[src/rtl/vend_ctrl.sv]
// Vending machine sequencer: accumulates coin credit, arbitrates select/cancel, issues
// one-cycle dispense and change commands, and picks the display source. All outputs are registered.
module vend_ctrl #(
    parameter int PRICE_A      = 15,
    parameter int PRICE_B      = 25,
    parameter int MAX_CREDIT   = 50,
    parameter int SHOW_SECS    = 5,
    parameter int TIMEOUT_SECS = 30
) (
    input  logic       vend_clk,
    input  logic       vend_rst_n,
    input  logic       vend_tick,
    input  logic       vend_coin5,
    input  logic       vend_coin10,
    input  logic       vend_sel_a,
    input  logic       vend_sel_b,
    input  logic       vend_cancel,
    output logic [7:0] vend_credit,
    output logic       vend_disp_sel,
    output logic       vend_dispense_a,
    output logic       vend_dispense_b,
    output logic [7:0] vend_change,
    output logic       vend_change_vld,
    output logic       vend_coin_reject,
    output logic       vend_short,
    output logic       vend_busy
);

    localparam int SW = ($clog2(SHOW_SECS + 1) > 3) ? $clog2(SHOW_SECS + 1) : 3;
    localparam int IW = ($clog2(TIMEOUT_SECS + 1) > 1) ? $clog2(TIMEOUT_SECS + 1) : 1;

    localparam logic [7:0]    PRICE_A_L = 8'(PRICE_A);
    localparam logic [7:0]    PRICE_B_L = 8'(PRICE_B);
    localparam logic [8:0]    MAX_L     = 9'(MAX_CREDIT);
    localparam logic [SW-1:0] SHOW_L    = SW'(SHOW_SECS);
    localparam logic [IW-1:0] TMO_LAST  = IW'(TIMEOUT_SECS - 1);

    typedef enum logic [1:0] {IDLE, CREDIT, DISPENSE, REFUND} state_t;

    state_t        state_q, state_d;
    logic [7:0]    credit_q, credit_d;
    logic [SW-1:0] show_q, show_d;
    logic [IW-1:0] idle_q, idle_d;
    logic          disp_sel_q, disp_sel_d;
    logic          dispense_a_q, dispense_a_d;
    logic          dispense_b_q, dispense_b_d;
    logic [7:0]    change_q, change_d;
    logic          change_vld_q, change_vld_d;
    logic          reject_q, reject_d;
    logic          short_q, short_d;
    logic          busy_q, busy_d;

    logic [8:0]    coin_amt;
    logic [8:0]    coin_sum;
    logic [7:0]    price;
    logic          user_in;
    logic          coin_ok;
    logic          idle_clr;
    logic          go_refund;

    always_comb begin
        // NOTE: every variable written here gets a default first, so no path can infer a latch.
        state_d      = state_q;
        credit_d     = credit_q;
        show_d       = show_q;
        idle_d       = idle_q;
        dispense_a_d = 1'b0;
        dispense_b_d = 1'b0;
        change_d     = '0;
        change_vld_d = 1'b0;
        reject_d     = 1'b0;
        short_d      = 1'b0;
        coin_ok      = 1'b0;
        idle_clr     = 1'b0;
        go_refund    = 1'b0;

        coin_amt = (vend_coin5 ? 9'd5 : 9'd0) + (vend_coin10 ? 9'd10 : 9'd0);
        coin_sum = {1'b0, credit_q} + coin_amt;
        price    = vend_sel_a ? PRICE_A_L : PRICE_B_L;
        user_in  = vend_sel_a | vend_sel_b | vend_cancel;

        case (state_q)
            IDLE, CREDIT: begin
                if (state_q == CREDIT && vend_cancel) begin
                    go_refund = 1'b1;
                end else if (vend_sel_a || vend_sel_b) begin
                    if (credit_q >= price) begin
                        state_d      = DISPENSE;
                        dispense_a_d = vend_sel_a;
                        dispense_b_d = ~vend_sel_a;
                        if (credit_q > price) begin
                            change_vld_d = 1'b1;
                            change_d     = credit_q - price;
                        end
                    end else begin
                        short_d  = 1'b1;
                        idle_clr = 1'b1;
                    end
                end

                // A coin riding along with any key press is handed back, never credited.
                if (coin_amt != 9'd0) begin
                    if (!user_in && coin_sum <= MAX_L) begin
                        credit_d = coin_sum[7:0];
                        state_d  = CREDIT;
                        show_d   = SHOW_L;
                        idle_clr = 1'b1;
                        coin_ok  = 1'b1;
                    end else begin
                        reject_d = 1'b1;
                    end
                end

                if (!coin_ok && vend_tick && show_q != '0)
                    show_d = show_q - SW'(1);

                if (state_q == CREDIT && state_d == CREDIT && !go_refund && vend_tick && !idle_clr) begin
                    if (idle_q == TMO_LAST) go_refund = 1'b1;
                    else                    idle_d    = idle_q + IW'(1);
                end

                if (go_refund) begin
                    state_d      = REFUND;
                    change_vld_d = 1'b1;
                    change_d     = credit_q;
                end
            end
            default: begin
                state_d  = IDLE;
                credit_d = '0;
                show_d   = '0;
                reject_d = (coin_amt != 9'd0);
            end
        endcase

        if (idle_clr || state_d != state_q) idle_d = '0;
        if (state_d == DISPENSE || state_d == REFUND) show_d = '0;

        busy_d     = (state_d == DISPENSE) || (state_d == REFUND);
        disp_sel_d = (show_d == '0);
    end

    // NOTE: sequential state uses non-blocking assignments so every flop samples pre-edge values.
    always_ff @(posedge vend_clk or negedge vend_rst_n) begin
        if (!vend_rst_n) begin
            state_q      <= IDLE;
            credit_q     <= '0;
            show_q       <= '0;
            idle_q       <= '0;
            disp_sel_q   <= 1'b1;
            dispense_a_q <= 1'b0;
            dispense_b_q <= 1'b0;
            change_q     <= '0;
            change_vld_q <= 1'b0;
            reject_q     <= 1'b0;
            short_q      <= 1'b0;
            busy_q       <= 1'b0;
        end else begin
            state_q      <= state_d;
            credit_q     <= credit_d;
            show_q       <= show_d;
            idle_q       <= idle_d;
            disp_sel_q   <= disp_sel_d;
            dispense_a_q <= dispense_a_d;
            dispense_b_q <= dispense_b_d;
            change_q     <= change_d;
            change_vld_q <= change_vld_d;
            reject_q     <= reject_d;
            short_q      <= short_d;
            busy_q       <= busy_d;
        end
    end

    assign vend_credit      = credit_q;
    assign vend_disp_sel    = disp_sel_q;
    assign vend_dispense_a  = dispense_a_q;
    assign vend_dispense_b  = dispense_b_q;
    assign vend_change      = change_q;
    assign vend_change_vld  = change_vld_q;
    assign vend_coin_reject = reject_q;
    assign vend_short       = short_q;
    assign vend_busy        = busy_q;

endmodule

[config.mk]
export PLATFORM = sky130hd
export DESIGN_NAME = vend_ctrl
export DESIGN_NICKNAME = d
export VERILOG_FILES = /design/src/rtl/vend_ctrl.sv
export SDC_FILE = /design/constraint.sdc
export NUM_CORES = 1
export LEC_CHECK = 0
export CORE_ASPECT_RATIO = 0.5
export CORE_MARGIN = 4
export CORE_UTILIZATION = 25
export DETAILED_ROUTE_END_ITERATION = 10
export PLACE_DENSITY = 0.43
export SYNTH_ARGS = -nofsm -noshare
export SYNTH_HDL_FRONTEND = slang
export SYNTH_SLANG_ARGS = --single-unit
export TNS_END_PERCENT = 5
[constraint.sdc]
create_clock -name vend_clk -period 7.1 [get_ports vend_clk]
set_input_delay 2.13 -clock vend_clk [delete_from_list [all_inputs] [get_ports vend_clk]]
set_output_delay 2.13 -clock vend_clk [all_outputs]
set_load 0.01 [all_outputs]
Word-level counts from Yosys, hierarchy flattened
Cells that the tools add are included.

$add $sub $neg: 5. Magnitude comparators: 3. Equal/unequal tests: 9. Muxes and demuxes: 62. Bitwise logic cells: 3. Reductions and logical operators: 24.

Operators with widths (count): $mux 8 (9); $mux 1 (33); $mux 5 (5); $mux 3 (6); $mux 2 (8); $add 8x5->9 (1); $le 9x6->1 const B (1); $reduce_bool 9->1 (1); $ge 8x5->1 (1); $gt 8x5->1 (1); $logic_and 1x1->1 (8); $sub 8x5->8 (1); $add 3x4->5 (1); $add 5x1->5 const B (1); $eq 5x5->1 const B (1); $eq 2x1->1 const B (2); $eq 2x2->1 const B (2); $logic_not 1->1 (4); $mux 4 (1); $ne 2x2->1 const B (2); $reduce_bool 2->1 (2); $logic_not 3->1 (1); $logic_or 1x1->1 (3); $reduce_and 3->1 (1); other kinds (9) (10).

Bits in registers: 33. Input bits: 8. Output and inout bits: 23.

Depth between registers and ports, before layout
Depth in word-level cells: 21. Depth in mapped cells: 10. Gate-level depth less buffers: 9.

Worst setup path after synthesis
No wires, ideal clock.

Kind: input port to flip-flop. Start point: in vend_coin5. End point: reg credit_q[5], in the netlist vend_credit[5]. Arrival: 4024 ps. Required time: 6975 ps. Slack: 2951 ps. Cell stages on the path: 9. Cell sequence: ha_1 > inv_1 > fa_1 > nand2b_1 > a21o_1 > xnor2_1 > o311ai_4 > nor3b_1 > mux2_2.

Word-level cells in the longest chain between the ends: 7. Elaborated cells on any way between the ends: 12. Classes of those cells: add/sub: 2; order compare: 1; eq/ne: 2; mux: 4; reduce/logical: 3.

Ends and longest elaborated chain: start, declared (RTL line 13) `input logic vend_coin5,`; $mux 3 (*) (RTL line 77) `coin_amt = (vend_coin5 ? 9'd5 : 9'd0) + (vend_coin10 ? 9'd10 : 9'd0);`; $add 3x4->5 (*) (RTL line 77); $add 8x5->9 (RTL line 78) `coin_sum = {1'b0, credit_q} + coin_amt;`; $le 9x6->1 (RTL line 103) `if (!user_in && coin_sum <= MAX_L) begin`; $logic_and 1x1->1 (RTL line 103); $ne 2x2->1 (no source line); $reduce_and 2->1 (no source line); end signal, assigned (RTL line 160) `credit_q <= credit_d;`; end, declared (RTL line 41) `logic [7:0] credit_q, credit_d;`.

Every way passes the cells marked *; elsewhere a longest branch is shown, timed or not. The select of a mux whose other input is x is not followed. A chain may end at the register's enable or synchronous reset.

Worst setup path after layout
Start point: in vend_coin5. End point: reg change_q[6], in the netlist vend_change[6].

Word-level cells in the longest chain between the ends: 17. Elaborated cells on any way between the ends: 22. Classes of those cells: add/sub: 2; order compare: 1; eq/ne: 1; mux: 11; reduce/logical: 7.

Ends and longest elaborated chain: $mux 3 (*) (RTL line 77); $add 3x4->5 (*) (RTL line 77); $add 8x5->9 (RTL line 78); $le 9x6->1 (RTL line 103); $logic_and 1x1->1 (RTL line 103); $mux 2 (RTL line 103); $mux 2 (RTL line 102) `if (coin_amt != 9'd0) begin`; $mux 2 (RTL line 82) `case (state_q)`; $eq 2x1->1 (RTL line 117) `if (state_q == CREDIT && state_d == CREDIT && !go_refund && vend_tick && !idle_clr) begin`; $logic_and 1x1->1 (3 in a row) (RTL line 117); $logic_and 1x1->1 (*) (RTL line 117); $mux 1 (*) (RTL line 117); $mux 1 (*) (RTL line 82); $mux 8 (*) (RTL line 122) `if (go_refund) begin`; $mux 8 (*) (RTL line 82); named net change_d[6] (RTL line 47) `logic [7:0] change_q, change_d;`; end signal, assigned (RTL line 166) `change_q <= change_d;`; end, declared (RTL line 47).

Mark *: on every way through the listed nets, which the timed path passes. The rest lies on a longest branch. The select of a mux whose other input is x is not followed.

==> results.md <==
* Highest-delay cell along the critical path: o311ai_4
* Max VDD drop at 0.0001037 V
* Max Root-Sink Buffers at 2
* Post-synth EDFFs at 0
* Die Y at ~73 um
* Grt met1 use at 0.1649
* FF-to-FF setup slack at roughly 4.0 ns
* Critical Path RT at roughly 7.3 ns
* Worst setup EP type: flip-flop
* Type of the worst setup path: in -> reg
* Grt total ovfl at 0
* Top post-synthesis cells by area: dfrtp_1 37%, ha_1 7.0%, nor2_1 4.2%
* CP peak stage delay at between 0.5 and 0.6 ns
* Max_slew headroom at 0.3584
* Fin Clk Skew at around 0.0034 ns
* Worst path arrival time at slightly above 5 ns
* Worst skew pair latency at about 0.28 ns
* DP Wirelength at roughly 4.1 mm
* WL final at between 5 and 6 mm
* Clock Tree Root: clkbuf_16
* CTS clk-pin slew, worst paths at 0.05 ns
* Final Setup Violations at 0
* CTS sink count at 33
* DR vias at about 1800
* Setup TNS at 0 ns
* RSZ-0062 raised after global routing: false
* Max cap viols at 0
* Fillers at approximately 860
* Max-slew violations at 0
* Final Cell Area at roughly 0.0027 mm2
* Leading cell types in the layout, fill and taps excluded: 32 x dfrtp_1, 30 x clkdlybuf4s50_1, 24 x nor2_1
* Final antenna-violating net count at 0
* Mapped Nets at ~250
* WHS Path Cells at 2
* Area Growth Syn to Fin at 25.15%
* Max Freq at 201.0 MHz
* Seq/Total Area, Yosys at 0.3856
* GR peak layer: met2
* Site Rows at 23
* Chip width at between 100 and 150 um
* Mapped Cells at 230
* Routing usage on met2 at 0.1736
* Number of I/O port buffers at 30
* Final hold vios at 0
* DR WL/cell at 14.96 um
* R2R depth at 9
* Synthesized cell area at around 0.0021 mm2
* Slew @ Worst Pin at 0.9589 ns
* Top-area cell type share of the netlist area at 0.3734
* Most used DFF post-synth: dfrtp_1
* Hold Crit Start: idle_q[4]
* CTS Hold Bufs at 0
* Post-DP Area at about 0.0025 mm2
* Yosys warns at 0
* Hold WS at 0.5386 ns
* Final total power at between 800 and 900 uW
* Initial antenna violation count at 0
* # Post-CTS Setup Buffers at 0
* TritonRoute pass-1 iters at 4
* Min-delay worst type: reg -> reg
* Crit path max fanout at 14
* N_diodes at 0
* PD cells at about 300 mW/mm2
* Utilization after layout at 0.3284
* Die area at 0.01021 mm2
* Crit share post-route at 0.7006
* Seq cells post-synth at 33
* CTS Buf Count at 5
* Initial Util at 0.2624
* Status: finished, final reports clean
* Largest net degree at the start of global routing at 34
* Vias in the first global route at 1796
* Remaining DRCs at 0
* First-pass GRT wire length at around 9.5 mm
* CTS H-Tree Depth at 2
* Yosys cell types at 53
* Final-stage net count at approximately 280
* R2r endpoint: vend_change[6]
* Commonest non-fill, non-tap cell in the layout: dfrtp_1
* Via density at 4.825
* Async S/R FF share, synth at 1.000
* FF-to-FF Start: vend_credit[0]
* Cell chain of the critical path: clkdlybuf4s50_1 > ha_1 > inv_1 > fa_1 > nand2b_1 > a21o_1 > xnor2_1 > o311ai_4 > nor2_2 > o41ai_1
* Share of layout cells above drive strength 1 at 0.08462
* CP Launch Type: input port
* Post-route minimum period at around 5.0 ns
* DR iter-0 viols at 63
* GPL Wtd Cong at 0.8755
* Core area at 0.008173 mm2
* Gates resized, CTS repair at 0
* Io pins at 31
* Leakage at between 0.001 and 0.0015 uW
* Global-route usage over all layers at 0.1160
* Cell taking the most area after synthesis: dfrtp_1
* Syn avg cell area at between 9 and 10 um2
* Met3 usage at 0.02081
* WHS Endpoint: idle_q[4]
* CTS tree: built
-- worst max path at each step --
stage	startpoint	to	slack, ns	cells past startpoint
after global placement	vend_coin5	vend_change[4]	1.96	10
after CTS	vend_coin5	vend_change[6]	2.09	10
final	vend_coin5	vend_change[6]	2.13	10
after detailed placement	vend_coin5	vend_change[6]	1.77	10
after global routing	vend_coin5	vend_change[6]	1.92	10
after floorplan	vend_coin5	vend_credit[5]	2.95	9
-- logic make-up after synthesis --
family,Yosys count,synth area share
AO/OA/AOI/OAI,63,0.2065
AND/OR/NAND/NOR,83,0.2124
adder cells (fa/ha/maj),14,0.08868
XOR/XNOR,13,0.05309
flip-flops,33,0.3857
buffers and inverters,23,0.04842
multiplexers,1,0.005251
-- cell type report --
type | instances | area [um2] | area share
Inverter | 14 | 52.55 | 0.01958
Multi-Input combinational cell | 174 | 1214 | 0.4522
Tap cell | 112 | 140.1 | 0.05221
Timing Repair Buffer | 31 | 307.8 | 0.1147
Clock buffer | 5 | 125.1 | 0.04662
Sequential cell | 33 | 827.0 | 0.3082
Clock inverter | 3 | 17.52 | 0.006527
-- registers in the layout (all words and copies together) (netlist names) --
name and flops:
vend_credit 8, vend_busy 1, vend_coin_reject 1, vend_short 1, show_q 3, vend_dispense_a 1, vend_dispense_b 1, vend_disp_sel 1
idle_q 5, state_q 2, vend_change 8, vend_change_vld 1
-- report_power, final --
part / switching, uW / internal (uW)
Combinational: 173 / 153
Clock: 81.3 / 128
Sequential: 46.8 / 228
-- critical path, delay by kind of cell --
family          cells  cell delay, ns
buf+inv             2            0.58
simple gates        2            0.44
xor+xnor            1            0.16
fa+ha+maj           2            0.61
compound gates      3            1.19
-- synthesized netlist by cell type (2+ instances only) --
master / n
nor3_1: 11
a211oi_1: 2
inv_1: 13
xnor2_1: 7
nor2b_1: 4
buf_6: 2
and4_1: 3
nand4_1: 3
o21ai_0: 13
o31ai_1: 6
fa_1: 2
o211ai_1: 3
a21oi_1: 15
o41ai_1: 2
clkbuf_1: 5
nand2b_1: 4
dfrtp_1: 32
a32oi_1: 2
nand2_1: 14
o32a_1: 2
buf_2: 2
ha_1: 12
or2_2: 2
nand3_1: 3
nor2_1: 24
or3_1: 4
or3_4: 2
xor2_1: 6
a21o_1: 6
-- per-stage QoR --
stage,worst slack (ns),instances
5_1_grt,1.921,372
6_report,2.126,372
4_1_cts,2.091,372
2_1_floorplan,2.951,230
3_5_place_dp,1.775,364
3_3_place_gp,1.963,364
-- layer usage --
| metal | vias to the layer above | wire length, um |
|---|---|---|
| met5 | - | 0 |
| met4 | 0 | 106 |
| met3 | 9 | 224 |
| met2 | 36 | 2443 |
| met1 | 864 | 2791 |
| li1 | 886 | - |
Note: power is estimated with default switching activity, not from simulation.
==> edit 1 (same settings) <==
Put one more register stage on the output `vend_credit`, cleared by the reset. The value now appears one clock later. The other outputs are not delayed to match.
--- a/src/rtl/vend_ctrl.sv
+++ b/src/rtl/vend_ctrl.sv
@@ -172,5 +172,11 @@
     end
 
-    assign vend_credit      = credit_q;
+    always_ff @(posedge vend_clk or negedge vend_rst_n) begin
+        if (!vend_rst_n) begin
+            vend_credit <= '0;
+        end else begin
+            vend_credit <= credit_q;
+        end
+    end
     assign vend_disp_sel    = disp_sel_q;
     assign vend_dispense_a  = dispense_a_q;
Check against the original RTL: not equivalent (Yosys sat finds a counterexample within 4 cycles, from zero or initial values and one cycle with vend_rst_n low).
==> edit 1 against the unedited design <==
  * Synthesized cell count shrank 3.9%
  * Area after synthesis grew 1.9%
  * Routed wire length grew 1.4%
  * Clock power grew 26%
  * Sequential cell count grew 8
  * Combinational power grew 24%
  * Final area grew 2.9%
  * Critical path depth grew 2
  * Worst setup slack lost 0.33 ns
  * Power grew 27%
==> edit 1: results (changes against the unedited design) <==
metric;value;unit;change
nets;273;;-2.8%
r2r-start;credit_q[0];;
hold_start;credit_q[1];;
post_cts_resized;0;;unchanged
whs_endpoint;vend_credit[1];;
firstDrtPassIters;4;;unchanged
r2r_cells;11;;+2
synth_common_cells;dfrtp_1, a21oi_1, nand2_1, nor2_1, inv_1;;
netlist_top_cells_area;dfrtp_1, ha_1, a21oi_1, xnor2_1, nand2_1;;
holdPathStages;0;;-2
ys_async_sr_fraction;100;%;unchanged
root_buffer;clkbuf_16;;
drive_above_1_share;7.54;%;-0.92 points
drv_cap;0;;unchanged
grt_pass1_wl;9.39;mm;-0.73%
p_sw_share;36.2;%;-0.99 points
reg2reg_to;vend_change[6];;
first_iter_violations;121;;+92%
vias_per_cell;4.74;;-1.8%
status;completed;;
final.setup_skew;0.0101;ns;+0.00673 ns
yosysWarnings;0;;unchanged
fill_cells;817;;-4.8%
ys_seq_area_share;47.0;%;+8.4 points
h-tree-depth;2;;unchanged
stdcell_count;364;;-2.2%
syn-num-nets;243;;-3.6%
grt_pass1_vias;1723;;-4.1%
vdd_ir_drop_max;104;µV;about the same
hp-class;register to register;;
critPathMaxFanout;11;;-3
cts_buffers;5;;unchanged
cts_setup_buffers;0;;unchanged
clk_pin_slew_worst_paths;0.06;ns;
place_area;2580;µm²;+1.7%
track_usage;11.6;%;about the same
diodes;0;;unchanged
numPortBuffers;30;;unchanged
grt_max_degree;42;;+24%
avgSynthCellArea;9.89;µm²;+6.1%
drc;0;;unchanged
antenna_found_initial;0;;unchanged
regToRegSetupSlack;3.64;ns;-0.35 ns
wl;5.64;mm;+1.4%
gp_congestion;0.821;;-6.2%
ys_types;49;;-7.5%
clkLatencyLatePin;0.28;ns;about the same
p_leak;1.16;nW;+5.3%
clk_path_buf_depth;2;;unchanged
worst_slew_pin_slew;0.927;ns;-0.0314 ns
hpwlAfterDp;4.23;mm;+2.2%
[edit 1: cell types whose count changed in the layout (fill, tap and decap cells not counted), sizes merged, moves of 6 or more]
cell / unedited run / this run
a21oi: 16 / 26
dfrtp: 32 / 40
nor2: 25 / 17
o21ai: 13 / 6
o31ai: 6 / 0
[edit 1: power groups by stage]
| stage | combinational, mW | clock [mW] | sequential [mW] |
|---|---|---|---|
| after floorplan | 0.253 | 0 | 0.349 |
| after global placement | 0.401 | 0 | 0.366 |
| after detailed placement | 0.400 | 0 | 0.364 |
| after CTS | 0.403 | 0.272 | 0.362 |
| after global routing | 0.448 | 0.282 | 0.371 |
| final | 0.402 | 0.264 | 0.360 |
[edit 1: how the worst max path moves through the flow]
stage | slack (ns) | from | depth (start not counted) | endpoint
final | 1.80 | vend_coin5 | 12 | vend_change[6]
after global routing | 1.57 | vend_coin5 | 12 | vend_change[6]
after CTS | 1.82 | vend_coin5 | 12 | vend_change[5]
after detailed placement | 1.52 | vend_coin5 | 12 | vend_change[5]
after global placement | 1.64 | vend_coin5 | 12 | vend_change[6]
after floorplan | 2.65 | vend_coin5 | 12 | vend_change[6]
[edit 1: layout make-up]
cell class,instances,share of cell area [%]
tap,112,5.07
timing repair buffer,31,11.0
multi-input combinational,157,38.3
clock buffer,6,5.03
inverter,15,2.04
clock inverter,2,1.36
sequential,41,37.2
[edit 1: critical path: stages]
cell	delay, ns
clkdlybuf4s50_1	0.51
ha_1	0.20
inv_1	0.06
fa_1	0.39
nand2b_1	0.17
a21oi_2	0.21
or4b_1	0.45
a32oi_1	0.18
buf_4	0.20
and2_1	0.37
o21a_1	0.40
a311oi_1	0.15
[edit 1: metrics by stage]
stage / setup slack (ns) / hold slack [ns] / utilization (%)
after floorplan: 2.65 / 0.349 / -
after global placement: 1.64 / 0.483 / 31.3
after detailed placement: 1.52 / 0.474 / 31.3
after CTS: 1.82 / 0.486 / 33.4
after global routing: 1.57 / 0.507 / 33.4
final: 1.80 / 0.483 / 33.4
[edit 1: cells by family (layout without fill, tap and decap cells)]
logic type               count (synthesis)  after routing  share of synthesized area, %
AO/OA/AOI/OAI                           57             57                          17.8
XOR/XNOR                                15             15                          6.01
adder cells (fa/ha/maj)                 14             14                          8.70
buffers and inverters                   23             54                          4.58
flip-flops                              41             41                          47.0
multiplexers                             1              1                         0.458
AND/OR/NAND/NOR                         70             70                          15.5
[edit 1: per-layer routing]
| metal | global-route usage [%] | vias to the layer above | wire, µm |
|---|---|---|---|
| met4 | 3.22 | 0 | 68 |
| met1 | 17.0 | 833 | 2940 |
| met5 | 0 | - | 0 |
| met2 | 17.4 | 47 | 2340 |
| li1 | - | 837 | - |
| met3 | 2.57 | 7 | 288 |
==> edit 2 (same flow settings) <==
Without the edit above. The parameter `TIMEOUT_SECS` goes from 30 to 60.
--- a/src/rtl/vend_ctrl.sv
+++ b/src/rtl/vend_ctrl.sv
@@ -6,5 +6,5 @@
     parameter int MAX_CREDIT   = 50,
     parameter int SHOW_SECS    = 5,
-    parameter int TIMEOUT_SECS = 30
+    parameter int TIMEOUT_SECS = 60
 ) (
     input  logic       vend_clk,
Behaviour: no difference found for any inputs over 4 cycles, from zero or initial values and one cycle with vend_rst_n low; that may be too few to reach the edited logic, so the function may still have changed.
==> edit 2 against the unedited design <==
  * Area after synthesis fell by 3.6%
  * Sequential cell count is 1 higher
  * Global-route usage increased by 0.24 points
  * Worst setup slack improved by 0.034 ns
  * Worst hold slack gained 0.049 ns
  * Final area down 2.2%
  * Count of clock-buffer cells in the layout increased by 2
  * Via count is 3.1% lower
  * Combinational power increased by 7.7%
  * Power up 7.6%
  * Routed wire length is 1.9% lower
  * Core utilization is 0.16 points lower
  * Synthesized cell count shrank 2.6%
  * Die area fell by 3.3%
  * Largest power group unchanged
==> edit 2: results (changes against the unedited design) <==
metric;value;unit;change
clk_path_buf_depth;2;;unchanged
fill_cells;840;;-2.1%
synth_common_cells;dfrtp_1, a21oi_1, nand2_1, nor2_1, inv_1;;
hp-class;register to register;;
gp_congestion;0.806;;-8.0%
place_area;2480;µm²;-2.6%
drive_above_1_share;6.64;%;-1.8 points
cpMaxStageDelayCell;o41ai_1;;
synthXorXnorAreaFrac;5.51;%;+0.20 points
critPathMaxFanout;8;;-6
first_iter_violations;135;;+110%
vdd_ir_drop_max;122;µV;+17%
clk_pin_slew_worst_paths;0.05;ns;about the same
diodes;0;;unchanged
slowest_delay;0.91;ns;+0.33 ns
yosysWarnings;0;;unchanged
root_buffer;clkbuf_16;;
track_usage;11.8;%;+0.24 points
cts_setup_buffers;0;;unchanged
ys_seq_area_share;41.2;%;+2.7 points
arrival;5.11;ns;-0.02 ns
wl_per_cell;14.8;µm;-0.87%
hold_slack;0.588;ns;+0.0495 ns
via_count;1739;;-3.1%
synth-adder-area-share;8.60;%;-0.27 points
ys_types;48;;-9.4%
hpwlAfterDp;4.04;mm;-2.4%
firstDrtPassIters;6;;+2
final.setup_skew;0.00210;ns;-0.00127 ns
crit_path_end;vend_disp_sel;;
reg2reg_to;idle_q[0];;
crit_start;vend_sel_a;;
nets;276;;-1.8%
whs_endpoint;idle_q[0];;
h-tree-depth;2;;unchanged
holdPathStages;2;;unchanged
cts_buffers;5;;unchanged
max_slew_margin;31.1;%;-4.7 points
ys_async_sr_fraction;100;%;unchanged
r2r-start;vend_credit[0];;
synth_compound_area_share;17.2;%;-3.5 points
grt_pass1_wl;9.18;mm;-3.0%
hold_start;idle_q[0];;
yosys_most_used_dff;dfrtp_1;;
synth.area.mux_share;0.969;%;+0.44 points
status;completed;;
syn-num-nets;245;;-2.8%
p_leak;1.09;nW;-1.1%
grt_max_degree;35;;+2.9%
netlist_top_cells_area;dfrtp_1, ha_1, a21oi_1, xor2_1, o21ai_0;;
regToRegSetupSlack;4.15;ns;+0.16 ns
==> edit 2: cell type report <==
cell class	instances	area [µm²]	share of cell area, %
Clock inverter	1	5.00	0.191
Sequential cell	34	852	32.5
Clock buffer	7	143	5.44
Timing Repair Buffer	30	295	11.3
Inverter	15	56.3	2.15
Multi-Input combinational cell	169	1130	43.2
Tap cell	112	140	5.34
==> edit 2: per-stage QoR <==
stage | worst slack (ns) | cells | power, mW
floorplan | 3.06 | 224 | 0.519
global placement | 1.85 | 360 | 0.662
detailed placement | 1.90 | 360 | 0.659
CTS | 2.17 | 368 | 0.884
global route | 1.96 | 368 | 0.944
finish | 2.16 | 368 | 0.871
==> edit 2: metal layers <==
layer  wire length [µm]  part of all wire (%)  GRT usage (%)
met5                  0                     0              0
met2               2300                    42           18.0
met1               2940                    54           17.2
met3                176                   3.2           2.84
met4                 41                  0.75           2.35
==> edit 2: where the power goes <==
group	internal, mW	switching, mW
registers	0.241	0.0632
logic	0.169	0.181
clock network	0.139	0.0779
total	0.550	0.322
